--- config.mk ---
export PLATFORM = sky130hd
export DESIGN_NAME = ita_hwpe_cfg_master
export DESIGN_NICKNAME = d
export VERILOG_FILES = /design/src/rtl/ita_hwpe_cfg_master.sv
export SDC_FILE = /design/constraint.sdc
export NUM_CORES = 1
export LEC_CHECK = 0
export ABC_AREA = 1
export CORE_ASPECT_RATIO = 0.7
export CORE_MARGIN = 4
export CORE_UTILIZATION = 44
export CTS_BUF_LIST = sky130_fd_sc_hd__clkbuf_16
export CTS_CLUSTER_SIZE = 14
export DETAILED_ROUTE_END_ITERATION = 16
export HOLD_SLACK_MARGIN = 0.03
export MAX_ROUTING_LAYER = met4
export PLACE_DENSITY = 0.73
export SLEW_MARGIN = 20
export SYNTH_ARGS = -nofsm -noshare
export SYNTH_HDL_FRONTEND = slang
export SYNTH_SLANG_ARGS = --single-unit
--- constraint.sdc ---
create_clock -name clk_i -period 25 [get_ports clk_i]
set_input_delay 2.5 -clock clk_i [delete_from_list [all_inputs] [get_ports clk_i]]
set_output_delay 2.5 -clock clk_i [all_outputs]
set_load 0.03 [all_outputs]
--- src/rtl/ita_hwpe_cfg_master.sv ---
// Config-port initiator for the ITA HWPE: acquires a context, writes one job's registers and the
// trigger, then polls status until idle. One peripheral transaction is outstanding at a time.
module ita_hwpe_cfg_master #(
    parameter int unsigned N_REGS     = 17,
    parameter logic [31:0] REG_OFFSET = 32'h20,
    parameter int unsigned ID_WIDTH   = 5,
    parameter int unsigned MASTER_ID  = 0,
    parameter int unsigned POLL_GAP   = 8
) (
    input  logic                   clk_i,
    input  logic                   rst_ni,
    input  logic                   job_valid_i,
    output logic                   job_ready_o,
    input  logic [N_REGS*32-1:0]   job_regs_i,
    input  logic                   clear_i,
    output logic                   busy_o,
    output logic                   done_o,
    output logic                   aborted_o,
    output logic [7:0]             job_id_o,
    output logic                   periph_req_o,
    input  logic                   periph_gnt_i,
    output logic [31:0]            periph_add_o,
    output logic                   periph_wen_o,
    output logic [3:0]             periph_be_o,
    output logic [31:0]            periph_data_o,
    output logic [ID_WIDTH-1:0]    periph_id_o,
    input  logic                   periph_r_valid_i,
    input  logic [31:0]            periph_r_data_i,
    input  logic [ID_WIDTH-1:0]    periph_r_id_i
);

    localparam int unsigned IDX_W = (N_REGS > 1) ? $clog2(N_REGS) : 1;
    localparam int unsigned GAP_W = $clog2(POLL_GAP + 1);
    localparam logic [IDX_W-1:0]    LAST_IDX = IDX_W'(N_REGS - 1);
    localparam logic [GAP_W-1:0]    LAST_GAP = GAP_W'(POLL_GAP - 1);
    localparam logic [ID_WIDTH-1:0] MY_ID    = ID_WIDTH'(MASTER_ID);
    localparam logic [31:0]         ADDR_TRIG = 32'h00;
    localparam logic [31:0]         ADDR_ACQ  = 32'h04;
    localparam logic [31:0]         ADDR_STAT = 32'h0C;

    typedef enum logic [3:0] {
        IDLE, ACQ_REQ, ACQ_RSP, BACKOFF, WR_REQ, WR_RSP,
        TRIG_REQ, TRIG_RSP, GAP, STAT_REQ, STAT_RSP, DONE
    } state_e;

    state_e            r_state;
    logic [IDX_W-1:0]  r_idx;
    logic [GAP_W-1:0]  r_gap;
    logic              r_abort;
    logic [31:0]       r_regs [N_REGS];

    logic              w_rsp;
    logic              w_abort;
    logic [IDX_W-1:0]  w_idx_nxt;
    logic [31:0]       w_wr_add;

    assign w_rsp     = periph_r_valid_i && (periph_r_id_i == MY_ID);
    assign w_abort   = r_abort || clear_i;
    assign w_idx_nxt = r_idx + IDX_W'(1);
    assign w_wr_add  = REG_OFFSET + (32'(w_idx_nxt) << 2);

    assign periph_be_o = 4'hF;
    assign periph_id_o = MY_ID;

    // Job words are plain data: captured at accept, never reset.
    always_ff @(posedge clk_i) begin
        if (r_state == IDLE && job_valid_i) begin
            for (int i = 0; i < int'(N_REGS); i++) begin
                r_regs[i] <= job_regs_i[32*i +: 32];
            end
        end
    end

    always_ff @(posedge clk_i or negedge rst_ni) begin
        if (!rst_ni) begin
            r_state       <= IDLE;
            r_idx         <= '0;
            r_gap         <= '0;
            r_abort       <= 1'b0;
            job_ready_o   <= 1'b1;
            busy_o        <= 1'b0;
            done_o        <= 1'b0;
            aborted_o     <= 1'b0;
            job_id_o      <= 8'h00;
            periph_req_o  <= 1'b0;
            periph_add_o  <= 32'h0;
            periph_wen_o  <= 1'b1;
            periph_data_o <= 32'h0;
        end else begin
            done_o <= 1'b0;
            if (r_state != IDLE && clear_i) r_abort <= 1'b1;
            case (r_state)
                IDLE: if (job_valid_i) begin
                    r_idx        <= '0;
                    r_abort      <= 1'b0;
                    job_ready_o  <= 1'b0;
                    busy_o       <= 1'b1;
                    periph_req_o <= 1'b1;
                    periph_add_o <= ADDR_ACQ;
                    periph_wen_o <= 1'b1;
                    r_state      <= ACQ_REQ;
                end
                // The acquire request is the only one that may be withdrawn before grant.
                ACQ_REQ: if (periph_gnt_i) begin
                    periph_req_o <= 1'b0;
                    r_state      <= ACQ_RSP;
                end else if (w_abort) begin
                    periph_req_o <= 1'b0;
                    done_o       <= 1'b1;
                    aborted_o    <= 1'b1;
                    r_state      <= DONE;
                end
                ACQ_RSP: if (w_rsp) begin
                    if (w_abort) begin
                        done_o    <= 1'b1;
                        aborted_o <= 1'b1;
                        r_state   <= DONE;
                    end else if (periph_r_data_i[31]) begin
                        r_gap   <= '0;
                        r_state <= BACKOFF;
                    end else begin
                        job_id_o      <= periph_r_data_i[7:0];
                        periph_req_o  <= 1'b1;
                        periph_add_o  <= REG_OFFSET;
                        periph_wen_o  <= 1'b0;
                        periph_data_o <= r_regs[0];
                        r_state       <= WR_REQ;
                    end
                end
                BACKOFF: if (w_abort) begin
                    done_o    <= 1'b1;
                    aborted_o <= 1'b1;
                    r_state   <= DONE;
                end else if (r_gap == LAST_GAP) begin
                    periph_req_o <= 1'b1;
                    periph_add_o <= ADDR_ACQ;
                    periph_wen_o <= 1'b1;
                    r_state      <= ACQ_REQ;
                end else begin
                    r_gap <= r_gap + GAP_W'(1);
                end
                WR_REQ: if (periph_gnt_i) begin
                    periph_req_o <= 1'b0;
                    r_state      <= WR_RSP;
                end
                WR_RSP: if (w_rsp) begin
                    if (w_abort) begin
                        done_o    <= 1'b1;
                        aborted_o <= 1'b1;
                        r_state   <= DONE;
                    end else if (r_idx == LAST_IDX) begin
                        periph_req_o  <= 1'b1;
                        periph_add_o  <= ADDR_TRIG;
                        periph_data_o <= 32'h0;
                        r_state       <= TRIG_REQ;
                    end else begin
                        r_idx         <= w_idx_nxt;
                        periph_req_o  <= 1'b1;
                        periph_add_o  <= w_wr_add;
                        periph_data_o <= r_regs[w_idx_nxt];
                        r_state       <= WR_REQ;
                    end
                end
                TRIG_REQ: if (periph_gnt_i) begin
                    periph_req_o <= 1'b0;
                    r_state      <= TRIG_RSP;
                end
                TRIG_RSP: if (w_rsp) begin
                    if (w_abort) begin
                        done_o    <= 1'b1;
                        aborted_o <= 1'b1;
                        r_state   <= DONE;
                    end else begin
                        r_gap   <= '0;
                        r_state <= GAP;
                    end
                end
                GAP: if (w_abort) begin
                    done_o    <= 1'b1;
                    aborted_o <= 1'b1;
                    r_state   <= DONE;
                end else if (r_gap == LAST_GAP) begin
                    periph_req_o <= 1'b1;
                    periph_add_o <= ADDR_STAT;
                    periph_wen_o <= 1'b1;
                    r_state      <= STAT_REQ;
                end else begin
                    r_gap <= r_gap + GAP_W'(1);
                end
                STAT_REQ: if (periph_gnt_i) begin
                    periph_req_o <= 1'b0;
                    r_state      <= STAT_RSP;
                end
                // A pending abort wins over a final idle status.
                STAT_RSP: if (w_rsp) begin
                    if (w_abort || periph_r_data_i == 32'h0) begin
                        done_o    <= 1'b1;
                        aborted_o <= w_abort;
                        r_state   <= DONE;
                    end else begin
                        r_gap   <= '0;
                        r_state <= GAP;
                    end
                end
                DONE: begin
                    aborted_o   <= 1'b0;
                    job_ready_o <= 1'b1;
                    busy_o      <= 1'b0;
                    r_state     <= IDLE;
                end
                default: r_state <= IDLE;
            endcase
        end
    end

endmodule

==> flow_summary.toml <==
[sta]
clock-skew-final_ns = 0.01742
hold_viol = 0
worst_pin_slew_ns = 1.114
grt_setup_unrepaired = "false"
worst_slew_margin_rel_pct = 25.74
setup_viol = 0
fin_tns_setup_ns = 0
fmax_mhz = 178.7
fin_crit_sh_pct = 22.38
min_period_ns = 5.595
finalMaxSlewViolations = 0

[setup_path]
end_kind = "register"
crit_path_start_kind = "input pin"
rr_worst_depth = 10
crit_slowest_cell = "buf_4"
path_max_fanout = 83
crit_required_ns = 25.22
r2r-start = "r_idx[0]"
slowest_delay_ns = 0.93
r2r_slack_ns = 20.71
crit_path_frequent_cell = "buf_4"
worst-setup-path-type = "input pin to register"
crit_chain = "clkdlybuf4s50_1 -> inv_1 -> nor2_4 -> buf_4 -> buf_4"
worstReg2RegEnd = "periph_data_o[21]"
arrival_ns = 5.82
cp_num_buf_inv = 4
cp_top_family = "buffers and inverters"

[global_route]
grt.overflow.total = 0
grtUsageMet3_pct = 6.837
grt_antenna_before_repair = 22
top_usage_layer = "met2"
met1_usage_pct = 37.22
gr-usage-met2_pct = 41.84
grt_pass1_vias = 19680
grt_start_max_net_pins = 188
grt_pass1_wl_um = 124900
grt_util_all_layers_pct = 27.45

[detailed_routing]
drc_errors = 0
drt-total-wl_um = 85910
vias = 19930
ant_nets = 0
drt_iter0_markers = 2388
vias_per_cell = 5.294
drt-pass1-iter-count = 5
post_drt_wl_per_cell_um = 22.82

[power_and_ir_drop]
seq_power_share_pct = 50.3
p_per_area_mw_per_mm2 = 80.06
peakVddDrop_v = 0.00004883
combPwrFrac_pct = 18.9
clockPowerShare_pct = 30.8
netSwitchingFraction_pct = 28.15
switching_power_uw = 776.4
p_leak_uw = 0.01332
internal_power_uw = 1982

[hold_path]
hold_path_class = "register to register"
holdPathEnd = "r_gap[3]"
whs_path_depth = 2
hp-start = "r_gap[3]"

[clock_tree]
postCtsSetupRepairBufs = 0
htreeDepth = 2
cts_tree = "built"
path_clk_slew_ns = 0.07
cts_inserted_buffers = 58
hold_buffers = 0
cts_sinks = 610
clock_path_buffers = 3
cts-root-buf = "clkbuf_16"
cts_resized = 0
worstSkewPairLatency_ns = 0.61

[synthesis]
synth_ff_type = "edfxtp_1"
synthArstFlopShare_pct = 10.82
ys_warn_count = 0
synth_top_family_by_area = "simple AND/OR/NAND/NOR gates"
netlist_top_cells_count = "647 x nand2_1, 544 x edfxtp_1, 266 x nor2_1"
synth_xor_xnor_area_share_pct = 0.1649
muxShareOfSynthArea_pct = 0.3492
synth_simple_gate_area_share_pct = 19.08
synth-edff-count = 544
ys_ff_latch = 610
synthDistinctLibCells = 41
synth.most_common_cell = "nand2_1"
syn_inst = 2359
synthTopCellsByArea = "edfxtp_1 63%, nand2_1 9.4%, dfrtp_1 6.2%"
synth_compound_area_share_pct = 5.578
syn_avg_cell_area_um2 = 10.93
ys_seq_area_share_pct = 69.74
synthAdderAreaFrac_pct = 0.1940
synth_top_area_cell = "edfxtp_1"
synth_top_area_share_pct = 63.33
syn_area_mm2 = 0.02579

[floorplanning]
dieArea_mm2 = 0.06262
fp.dieH_um = 210.6
initial_core_util_pct = 44.97
floorplan.die.width_um = 297.4
ios = 674
rows = 73
core-area_mm2 = 0.05736

[job]
cap_violations = 0

[finish]
drive_above_1_share_pct = 5.179
syn_to_final_growth_pct = 33.57
fin_area_mm2 = 0.03445
final_net_count = 3534

[outcome]
status = "completed"

[placed_design]
placed_area_mm2 = 0.03259
gp_congestion = 0.8973
portBuffers = 638
dpl.hpwl_um = 59840
[placed cells by master, fill, tap and decap left out, types with 22 or more instances in the layout]
cell / count
a21oi_1: 73
diode_2: 22
edfxtp_1: 544
clkdlybuf4s50_1: 637
nand3_1: 247
inv_1: 113
clkbuf_16: 58
nor2_1: 265
o211ai_1: 30
o21ai_0: 145
dfrtp_1: 63
conb_1: 35
nand2_1: 645
[how the worst max path moves through the flow]
stage / start / end / slack, ns / depth (start not counted)
detailed placement: job_valid_i / r_regs[15][8] / 18.73 / 5
global route: job_valid_i / r_regs[3][9] / 19.21 / 5
CTS: job_valid_i / r_regs[2][31] / 19.37 / 5
global placement: job_valid_i / r_regs[13][8] / 18.79 / 5
floorplan: job_valid_i / r_regs[0][0] / 7.71 / 2
finish: job_valid_i / r_regs[3][9] / 19.40 / 5
[power by group through the flow]
stage / combinational, uW / clock, uW / sequential (uW)
floorplan: 286 / 0 / 1510
global placement: 512 / 0 / 1400
detailed placement: 520 / 0 / 1410
CTS: 522 / 867 / 1380
global route: 574 / 909 / 1400
finish: 522 / 850 / 1390
[cell families after synthesis]
logic type / Yosys count
AND/OR/NAND/NOR: 1196
flip-flops: 610
buffers and inverters: 272
AO/OA/AOI/OAI: 265
multiplexers: 6
adder cells (fa/ha/maj): 4
XOR/XNOR: 4
other: 2
[sequential cells by signal (all words and copies together) (netlist names), 4 cells and up]
| name | cells |
|---|---|
| r_regs | 544 |
| periph_data_o | 32 |
| job_id_o | 8 |
| periph_add_o | 6 |
| r_idx | 5 |
| r_gap | 4 |
| r_state | 4 |
[worst register-to-register path: stages (launching register included)]
cell and delay (ns):
dfrtp_4 0.67, inv_8 0.57, ha_2 0.47, inv_8 0.57, buf_4 0.90, o211ai_1 0.27, nand3_1 0.14, nand3_1 0.29
nand3_1 0.17, nand2_1 0.06, a21oi_1 0.12
[stage by stage]
step	hold slack, ns	std cells	power [uW]	setup slack (ns)	util (%)
4_1_cts	0.4827	3743	2774	19.37	59.97
6_report	0.4781	3765	2758	19.40	60.07
2_1_floorplan	0.4419	2392	1795	7.706	-
3_3_place_gp	0.4577	3633	1914	18.79	56.81
5_1_grt	0.5096	3764	2883	19.21	60.06
3_5_place_dp	0.4668	3633	1926	18.73	56.81
[layout make-up]
| class | count | area, um^2 |
|---|---|---|
| clock inverter | 52 | 360.3 |
| antenna | 22 | 55.05 |
| timing repair buffer | 652 | 6514 |
| clock buffer | 58 | 1451 |
| tap | 750 | 938.4 |
| multi-input combinational | 1510 | 6709 |
| fill | 4607 | 22910 |
| inverter | 111 | 432.9 |
| sequential | 610 | 17990 |
[per-layer routing]
| layer | wire, um | share of wire [%] |
|---|---|---|
| met4 | 1956 | 2.3 |
| met3 | 8536 | 9.9 |
| met5 | 0 | 0 |
| met1 | 35830 | 42 |
| met2 | 39580 | 46 |
(Power assumes the default switching activity.)
